**config.mk**
```make
export PLATFORM = sky130hd
export DESIGN_NAME = score_display_ctrl
export DESIGN_NICKNAME = d
export VERILOG_FILES = /design/src/rtl/score_disp_pkg.sv /design/src/rtl/bin2bcd_seq.sv /design/src/rtl/score_display_ctrl.sv
export SDC_FILE = /design/constraint.sdc
export NUM_CORES = 1
export LEC_CHECK = 0
export CAP_MARGIN = 20
export CORE_UTILIZATION = 50
export DETAILED_ROUTE_END_ITERATION = 8
export PLACE_DENSITY = 0.75
export SETUP_SLACK_MARGIN = 0.3
export SYNTH_ARGS = -nofsm -noshare
export SYNTH_HDL_FRONTEND = slang
export SYNTH_SLANG_ARGS = --single-unit
```
**constraint.sdc**
```tcl
create_clock -name clk -period 2.82 [get_ports clk]
set_clock_uncertainty 0.05 [all_clocks]
set_input_delay 0.423 -clock clk [delete_from_list [all_inputs] [get_ports clk]]
set_output_delay 0.423 -clock clk [all_outputs]
set_load 0.02 [all_outputs]
```
**src/rtl/score_disp_pkg.sv**
```systemverilog
// score_disp_pkg: shared types, 7-segment table and helpers for the score display path.
package score_disp_pkg;
    typedef enum logic [1:0] {IDLE, SHIFT, DONE} conv_state_t;
    typedef logic [0:6] seg_t;
    localparam seg_t SEG_BLANK = 7'b1111111;
    localparam seg_t SEG_DASH  = 7'b1111110;
    // Active-low a..g, segment a in bit 0; codes 10..15 show a dash.
    localparam seg_t SEG_LUT [16] = '{
        7'b0000001, 7'b1001111, 7'b0010010, 7'b0000110,
        7'b1001100, 7'b0100100, 7'b0100000, 7'b0001111,
        7'b0000000, 7'b0000100, SEG_DASH, SEG_DASH,
        SEG_DASH, SEG_DASH, SEG_DASH, SEG_DASH
    };
    function automatic logic [31:0] pow10(input int n);
        logic [31:0] r;
        r = 32'd1;
        for (int i = 0; i < n; i++) r = r * 32'd10;
        return r;
    endfunction
endpackage

```
**src/rtl/bin2bcd_seq.sv**
```systemverilog
// bin2bcd_seq: sequential shift-add-3 binary to BCD converter with a one-deep pending load.
module bin2bcd_seq
    import score_disp_pkg::*;
#(
    parameter int BIN_W  = 10,
    parameter int DIGITS = 4
) (
    input  logic                  clk,
    input  logic                  rst,
    input  logic [BIN_W-1:0]      value,
    input  logic                  load,
    output logic                  busy,
    output logic                  bcd_valid,
    output logic [4*DIGITS-1:0]   bcd,
    output logic                  ovf
);
    localparam int BW = 4 * DIGITS;
    localparam int SW = BW + BIN_W;
    localparam int CW = $clog2(BIN_W + 1);
    localparam logic [31:0] LIMIT = pow10(DIGITS) - 32'd1;

    conv_state_t      r_state;
    logic [SW-1:0]    r_sh, w_adj, w_step;
    logic [CW-1:0]    r_cnt;
    logic [BIN_W-1:0] r_pend_val, w_start_val;
    logic             r_pend, r_ovf_nxt, w_start;

    // A new conversion may start from IDLE or straight out of DONE; a live load beats the pending one.
    assign w_start     = (r_state != SHIFT) && (load || r_pend);
    assign w_start_val = load ? value : r_pend_val;
    assign w_step      = {w_adj[SW-2:0], 1'b0};

    always_comb begin
        w_adj = r_sh;
        for (int i = 0; i < DIGITS; i++)
            w_adj[BIN_W+4*i +: 4] = (r_sh[BIN_W+4*i +: 4] >= 4'd5) ? r_sh[BIN_W+4*i +: 4] + 4'd3 : r_sh[BIN_W+4*i +: 4];
    end

    always_ff @(posedge clk) begin
        if (!rst) begin
            r_state    <= IDLE;
            r_sh       <= '0;
            r_cnt      <= '0;
            r_pend     <= 1'b0;
            r_pend_val <= '0;
            r_ovf_nxt  <= 1'b0;
            busy       <= 1'b0;
            bcd_valid  <= 1'b0;
            bcd        <= '0;
            ovf        <= 1'b0;
        end else begin
            bcd_valid <= 1'b0;
            if (w_start) begin
                r_state   <= SHIFT;
                r_sh      <= {{BW{1'b0}}, w_start_val};
                r_cnt     <= '0;
                r_ovf_nxt <= {{(32-BIN_W){1'b0}}, w_start_val} > LIMIT;
                r_pend    <= 1'b0;
                busy      <= 1'b1;
            end else if (r_state == SHIFT) begin
                r_sh  <= w_step;
                r_cnt <= r_cnt + 1'b1;
                if (load) begin
                    r_pend     <= 1'b1;
                    r_pend_val <= value;
                end
                if (r_cnt == CW'(BIN_W - 1)) begin
                    r_state   <= DONE;
                    bcd       <= r_ovf_nxt ? {DIGITS{4'h9}} : w_step[SW-1:BIN_W];
                    ovf       <= r_ovf_nxt;
                    bcd_valid <= 1'b1;
                end
            end else begin
                r_state <= IDLE;
                busy    <= 1'b0;
            end
        end
    end
endmodule

```
**src/rtl/score_display_ctrl.sv**
```systemverilog
// score_display_ctrl: binary score to multiplexed common-anode 7-segment display
// with leading-zero blanking and overflow saturation.
module score_display_ctrl
    import score_disp_pkg::*;
#(
    parameter int BIN_W       = 10,
    parameter int DIGITS      = 4,
    parameter int REFRESH_DIV = 100000,
    parameter int BLANK_LZ    = 1
) (
    input  logic                  clk,
    input  logic                  rst,
    input  logic [BIN_W-1:0]      value,
    input  logic                  load,
    output logic                  busy,
    output logic                  bcd_valid,
    output logic [4*DIGITS-1:0]   bcd,
    output logic                  ovf,
    output logic [0:6]            seg,
    output logic [DIGITS-1:0]     an
);
    localparam int CNT_W = $clog2(REFRESH_DIV);
    localparam int IDX_W = DIGITS > 1 ? $clog2(DIGITS) : 1;

    logic [CNT_W-1:0]  r_cnt;
    logic [IDX_W-1:0]  r_idx, w_idx_nxt;
    logic [DIGITS-1:0] w_zero;
    logic [3:0]        w_nib;
    logic              w_wrap, w_blank;

    bin2bcd_seq #(.BIN_W(BIN_W), .DIGITS(DIGITS)) u_conv (
        .clk       (clk),
        .rst       (rst),
        .value     (value),
        .load      (load),
        .busy      (busy),
        .bcd_valid (bcd_valid),
        .bcd       (bcd),
        .ovf       (ovf)
    );

    // w_zero[i]: digit i and every digit above it are zero.
    for (genvar g = 0; g < DIGITS; g++) begin : g_zero
        assign w_zero[g] = (bcd >> (4 * g)) == '0;
    end

    // an/seg are registered from the next index so they switch together with the scan index.
    assign w_wrap    = r_cnt == CNT_W'(REFRESH_DIV - 1);
    assign w_idx_nxt = !w_wrap ? r_idx : (r_idx == IDX_W'(DIGITS - 1)) ? '0 : r_idx + 1'b1;
    assign w_nib     = bcd[4*w_idx_nxt +: 4];
    assign w_blank   = (BLANK_LZ != 0) && !ovf && (w_idx_nxt != '0) && w_zero[w_idx_nxt];

    always_ff @(posedge clk) begin
        if (!rst) begin
            r_cnt <= '0;
            r_idx <= '0;
            an    <= ~DIGITS'(1);
            seg   <= SEG_LUT[0];
        end else begin
            r_cnt <= w_wrap ? '0 : r_cnt + 1'b1;
            r_idx <= w_idx_nxt;
            an    <= ~(DIGITS'(1) << w_idx_nxt);
            seg   <= w_blank ? SEG_BLANK : SEG_LUT[w_nib];
        end
    end
endmodule

```
==> results of run 1 <==
-- sequential cells by signal, summed over array words and instances, names as in the netlist, 2 cells and up --
| name | flops |
|---|---|
| u_conv.r_cnt | 4 |
| an | 4 |
| seg | 7 |
| u_conv.bcd | 16 |
| u_conv.r_sh | 26 |
| u_conv.r_state | 2 |
| u_conv.r_pend_val | 10 |
| r_idx | 2 |
| r_cnt | 17 |
-- critical path: stages, from the launching register on --
cell      delay [ns]
dfxtp_2         0.33
or4_4           0.54
nor4_4          0.33
mux2i_2         0.29
buf_6           0.17
mux2i_1         0.20
mux2_4          0.19
inv_4           0.04
ha_4            0.14
a211o_1         0.24
o311ai_1        0.10
a31oi_1         0.11
-- timing repair --
item | in CTS | in global routing
pin swaps | 5 | 4
buffers inserted | 4 | 2
gates resized for setup | 7 | 6
endpoints found under the setup margin | 7 | 7
-- layout make-up --
cell class                 count  area, µm²
tap                          102        128
multi-input combinational    364       2190
clock buffer                  10        128
sequential                    91       1820
inverter                      13       51.3
timing repair buffer          73        683
fill                         694       2790
clock inverter                 6       50.0
-- cell families (layout without fill, tap and decap cells) --
| logic type | after synthesis | in the layout | share of synthesized area |
|---|---|---|---|
| mux | 26 | 26 | 0.0710 |
| other cells | 1 | 1 | 0.000913 |
| fa+ha+maj | 13 | 13 | 0.0396 |
| buf+inv | 40 | 102 | 0.0393 |
| xor+xnor | 20 | 20 | 0.0427 |
| simple gates | 203 | 203 | 0.224 |
| flops | 91 | 91 | 0.444 |
| compound gates | 101 | 101 | 0.139 |
-- layer usage --
| metal | track usage | vias to the layer above | wire length (µm) |
|---|---|---|---|
| li1 | - | 1799 | - |
| met1 | 0.284 | 1685 | 4120 |
| met2 | 0.385 | 97 | 4350 |
| met3 | 0.0287 | 15 | 356 |
| met4 | 0.0910 | 0 | 159 |
| met5 | 0 | - | 0 |
-- cell usage after synthesis, drive strengths merged --
cell    instances
a31oi           4
and3            2
nor4            4
o311ai          1
and2            1
nor2           46
or4             1
xnor2           9
nand4b          1
dfxtp          91
a211oi         11
nand3b          1
ha             13
nand2         101
o211ai          1
a221oi          1
nand2b          8
nor2b           2
nand4           6
nor3            7
conb            1
a21o            3
o21ai          20
mux2i          24
nor3b           6
a21boi          1
a21oi          56
nand3          10
inv            13
a311oi          1
a211o           1
mux2            2
or3             5
clkbuf         21
and4            1
a41oi           1
or4bb           1
buf             6
xor2           11
-- power by group through the flow --
stage          clock network (mW)  logic, mW  registers (mW)
2_1_floorplan                   0      0.112            1.36
3_3_place_gp                    0      0.160            1.36
3_5_place_dp                    0      0.166            1.36
4_1_cts                     0.826      0.167            1.33
5_1_grt                     0.875      0.189            1.34
6_report                    0.808      0.165            1.33
-- per-stage QoR --
| step | setup TNS (ns) | area, µm² | worst slack (ns) | hold slack, ns |
|---|---|---|---|---|
| after floorplan | -0.357 | 4130 | -0.155 | 0.376 |
| after global routing | -0.907 | 5060 | -0.154 | 0.424 |
| final | -0.130 | 5060 | -0.0451 | 0.407 |
| after global placement | -0.0321 | 4770 | -0.0321 | 0.389 |
| after CTS | -0.0952 | 5010 | -0.0420 | 0.405 |
| after detailed placement | -0.135 | 4770 | -0.0780 | 0.396 |
-- worst paths after layout --
kind | startpoint | endpoint | slack (ns) | depth (start not counted)
max | r_cnt[5] | seg[5] | -0.05 | 11
max reg2reg | r_cnt[5] | seg[5] | -0.05 | 11
min reg2reg | u_conv.r_sh[1] | u_conv.r_sh[2] | 0.41 | 2
min | u_conv.r_sh[1] | u_conv.r_sh[2] | 0.41 | 2
==> summary.md, run 1 <==
| Metric | Value |
|---|---|
| Critical path data required time | 2.99 ns |
| Vias | 3596 |
| Detail Placement HPWL | 6.27 mm |
| Setup crit start kind | flop |
| Most frequent cells in the layout | nand2_1, dfxtp_1, a21oi_1 |
| Grt total ovfl | 0 |
| CTS Buf Count | 9 |
| Synth top area cells | dfxtp_1, nand2_1, a21oi_1, mux2i_1, nor2_1 |
| Tot Pwr | 2.31 mW |
| Fin util | 0.644 |
| Drc violations | 0 |
| Reg power frac | 0.578 |
| Net Sw Power | 596 µW |
| Worst EP arrival | 3.04 ns |
| First-pass GRT wire length | 15.2 mm |
| Combinational fraction of design power | 0.072 |
| Clock Power Share | 0.350 |
| Post-synth top area share | 0.444 |
| Die ar. | 8580 µm² |
| Area leader, netlist | dfxtp_1 |
| Final net count | 578 |
| Port Buffer Count | 41 |
| FMAX | 0.349 GHz |
| Post-Syn Nets | 521 |
| Total GRT Usage | 0.224 |
| CTS Sinks | 91 |
| WL final | 8.98 mm |
| Vias in the first global route | 3353 |
| Synth Instances | 495 |
| Slew headroom | 0.570 |
| Net Sw Frac | 0.258 |
| Routability cong. | 0.848 |
| HP Class | reg2reg |
| # IOs | 43 |
| Leading cell type in the layout, fill and taps excluded | nand2_1 |
| Worst-path fanout max | 6 |
| Failing checks | negative setup slack |
| H-tree level count | 3 |
| Drt initial violations | 159 |
| Wirelength per Cell | 13.6 µm |
| Yosys warns | 0 |
| Static leakage | 1.84 nW |
| Placed instance count | 637 |
| Measured slew at the worst slew-check pin | 0.644 ns |
| Layout cells sized above 1 | 0.122 |
| Fin cells | 659 |
| Synth Cell Area | 4110 µm² |
| Initial Utilization | 0.523 |
| Post-route ant nets | 0 |
| CP Class | reg2reg |
| Largest net degree at the start of global routing | 39 |
| PD cells | 456 nW/µm² |
| Clk root buf | clkbuf_8 |
| CORE AREA | 7850 µm² |
| Period utilisation layout | 1.02 |
| Avg Cell Area, Syn | 8.29 µm² |
| Area growth, synth to finish | 23.2% |
| Setup violations, final | 4 |
| # diodes | 0 |
| Number of slew-limit violations in the final report | 0 |
| Crit path time final | 2.87 ns |
| FF+latch count, synth | 91 |
| Initial antenna violation count | 0 |
| VDD IR max | 0.000303 V |
| Die Y | 92.6 µm |
| Die Span X | 92.6 µm |
| Critical path capture point type | flop |
| Setup ws final | -0.0451 ns |
| Int Power | 1.71 mW |
| RSZ-0062 raised after global routing | yes |
| Synth unique cells | 46 |
| Clk_lat worst skew | 0.36 ns |
| Worst-path clk slew | 0.10 ns |
| Clock Tree Buf Depth | 2 |
| Status | complete, but fails checks |
| CTS Hold Bufs | 0 |
| Placement Rows | 32 |
| CTS tree | done |
| Final hold vios | 0 |
| Sequential share of the synthesized area | 0.444 |
| MaxCap Viol Count | 0 |
| Number of vias per cell | 5.46 |
| Total iterations of the first detailed-routing run | 5 |
(Power assumes the default switching activity.)
==> inputs of run 2 (changes only) <==
--- a/config.mk
+++ b/config.mk
@@ -6,6 +6,7 @@
 export NUM_CORES = 1
 export LEC_CHECK = 0
 export CAP_MARGIN = 20
+export CORE_MARGIN = 10
 export CORE_UTILIZATION = 50
 export DETAILED_ROUTE_END_ITERATION = 8
 export PLACE_DENSITY = 0.75
==> run 2 against run 1 <==
  * The flow still finishes with violations (negative setup slack)
  * Sequential power is essentially flat
  * Global-route usage down 7.8 points
  * Non-clock buffer count unchanged
  * Critical path depth unchanged
  * Largest power group unchanged
==> summary.md, run 2 (synthesis results as in run 1) <==
| Metric | Value |
|---|---|
| MaxCap Viol Count | 0 (unchanged) |
| Total iterations of the first detailed-routing run | 4 (-1) |
| Die ar. | 12200 µm² (+43%) |
| FMAX | 0.348 GHz (-0.36%) |
| First-pass GRT wire length | 15.5 mm (+2.0%) |
| Layout cells sized above 1 | 0.118 (-0.00359) |
| # diodes | 0 (unchanged) |
| CTS Hold Bufs | 0 (unchanged) |
| Placement Rows | 32 (unchanged) |
| Crit path time final | 2.88 ns (+0.0103 ns) |
| Setup violations, final | 3 (-1) |
| Static leakage | 1.86 nW (+1.2%) |
| HP Class | reg2reg |
| Die Span X | 111 µm (+19%) |
| Largest net degree at the start of global routing | 27 (-31%) |
| Crit. Startpoint | r_cnt[8] |
| Final hold vios | 0 (unchanged) |
| Most frequent cells in the layout | nand2_1, dfxtp_1, a21oi_1 |
| Worst R2R Start | r_cnt[8] |
| Post-route ant nets | 0 (unchanged) |
| Setup TNS | -0.100 ns (+0.0294 ns) |
| CP Class | reg2reg |
| Clk_lat worst skew | 0.36 ns (about the same) |
| CTS Buf Count | 9 (unchanged) |
| WL final | 9.27 mm (+3.3%) |
| Worst-path fanout max | 5 (-1) |
| Worst-path clk slew | 0.09 ns (about the same) |
| Fin util | 0.647 (+0.00223) |
| Period utilisation layout | 1.02 (+0.00366) |
| CTS tree | done |
| Measured slew at the worst slew-check pin | 0.632 ns (-0.0120 ns) |
| Drt initial violations | 126 (-21%) |
| CP peak stage delay | 0.53 ns (about the same) |
| Largest reg by FF count | u_conv.r_sh |
| Hold Path Origin | r_cnt[0] |
| Crit-path cells | or4_4, nor4_4, mux2i_2, buf_6, mux2i_1, mux2_4, inv_4, ha_4, a211o_1, o311ai_1, a31oi_1 |
| Tot Pwr | 2.40 mW (+3.9%) |
| Number of slew-limit violations in the final report | 0 (unchanged) |
| Setup ws final | -0.0555 ns (-0.0103 ns) |
| Critical path data required time | 3.00 ns (about the same) |
| CORE AREA | 7850 µm² (unchanged) |
| CTS Sinks | 91 (unchanged) |
| Area growth, synth to finish | 23.6% |
| Slew headroom | 0.578 (+0.00802) |
| Grt total ovfl | 0 (unchanged) |
| RSZ-0062 raised after global routing | yes |
| Number of vias per cell | 5.37 (-1.6%) |
| Drc violations | 0 (unchanged) |
| Status | complete, but fails checks |
| # IOs | 43 (unchanged) |
| H-tree level count | 3 (unchanged) |
| Detail Placement HPWL | 6.56 mm (+4.6%) |
| Port Buffer Count | 41 (unchanged) |
| Design Area, Final | 5070 µm² (+0.35%) |
| Leading cell type in the layout, fill and taps excluded | nand2_1 |
| PD cells | 472 nW/µm² (+3.6%) |
| Wirelength per Cell | 14.1 µm (+3.3%) |
| Setup crit start kind | flop |
| Final net count | 578 (unchanged) |
| Routability cong. | 0.853 (+0.62%) |
| Max FFs per register | 26 (unchanged) |
| CP max-delay cell | or4_4 |
| Die Y | 111 µm (+19%) |
| Failing checks | negative setup slack |
| Vias | 3537 (-1.6%) |
| Critical path capture point type | flop |
| VDD IR max | 0.000280 V (-7.5%) |
| Clk root buf | clkbuf_8 |
| Vias in the first global route | 3408 (+1.6%) |
| Largest regs | u_conv.r_sh (26), r_cnt (17), u_conv.bcd (16) |
| Worst EP arrival | 3.05 ns (about the same) |
| Placed Area | 4740 µm² (-0.58%) |
| Clock Tree Buf Depth | 2 (unchanged) |
| Initial antenna violation count | 0 (unchanged) |
| Initial Utilization | 0.523 (unchanged) |
| Total GRT Usage | 0.146 (-0.0784) |
[run 2: changes by cell type in the layout (fill, tap and decap cells not counted), sizes merged]
cell      before  now
clkinvlp       1    0
clkbuf        10   11
inv           15   14
bufinv         0    1
[run 2: final cells by class]
class | count | area, µm²
Clock buffer | 11 | 141
Tap cell | 102 | 128
Fill cell | 653 | 2770
Clock inverter | 5 | 61.3
Timing Repair Buffer | 73 | 691
Multi-Input combinational cell | 364 | 2180
Inverter | 13 | 51.3
Sequential cell | 91 | 1830
[run 2: through the flow]
step                      worst slack, ns  hold WS [ns]  cells
after detailed placement          -0.0386         0.397    635
after CTS                         -0.0221         0.409    657
after global placement             0.0222         0.389    635
after floorplan                    -0.155         0.376    495
final                             -0.0555         0.387    659
after global routing               -0.166         0.409    659
[run 2: repair_timing]
action / in CTS / in global routing
pin swaps: 4 / 6
setup buffers: 6 / 2
resized for setup: 8 / 6
endpoints found under the setup margin: 7 / 7
[run 2: layer usage]
metal	routed length, µm	track usage	vias up
met5	0	0	-
met1	4340	0.172	1656
met4	99	0.0440	0
met3	374	0.0416	13
li1	-	-	1800
met2	4460	0.248	68
[run 2: critical path: cells and delay by family (launching register included)]
family | cells | cell delay (ns)
adder cells (fa/ha/maj) | 1 | 0.14
flip-flops | 1 | 0.32
multiplexers | 3 | 0.75
AND/OR/NAND/NOR | 2 | 0.83
buffers and inverters | 2 | 0.20
AO/OA/AOI/OAI | 3 | 0.44
[run 2: power breakdown]
part	total [mW]	internal [mW]	switching, mW
sequential	1.33	1.31	0.0225
combinational	0.162	0.0656	0.0961
clock	0.902	0.439	0.462
[run 2: path summary, 6_finish.rpt]
kind	depth (start not counted)	to	slack, ns
max	11	seg[5]	-0.06
min	1	r_cnt[0]	0.39
max reg2reg	11	seg[5]	-0.06
min reg2reg	1	r_cnt[0]	0.39
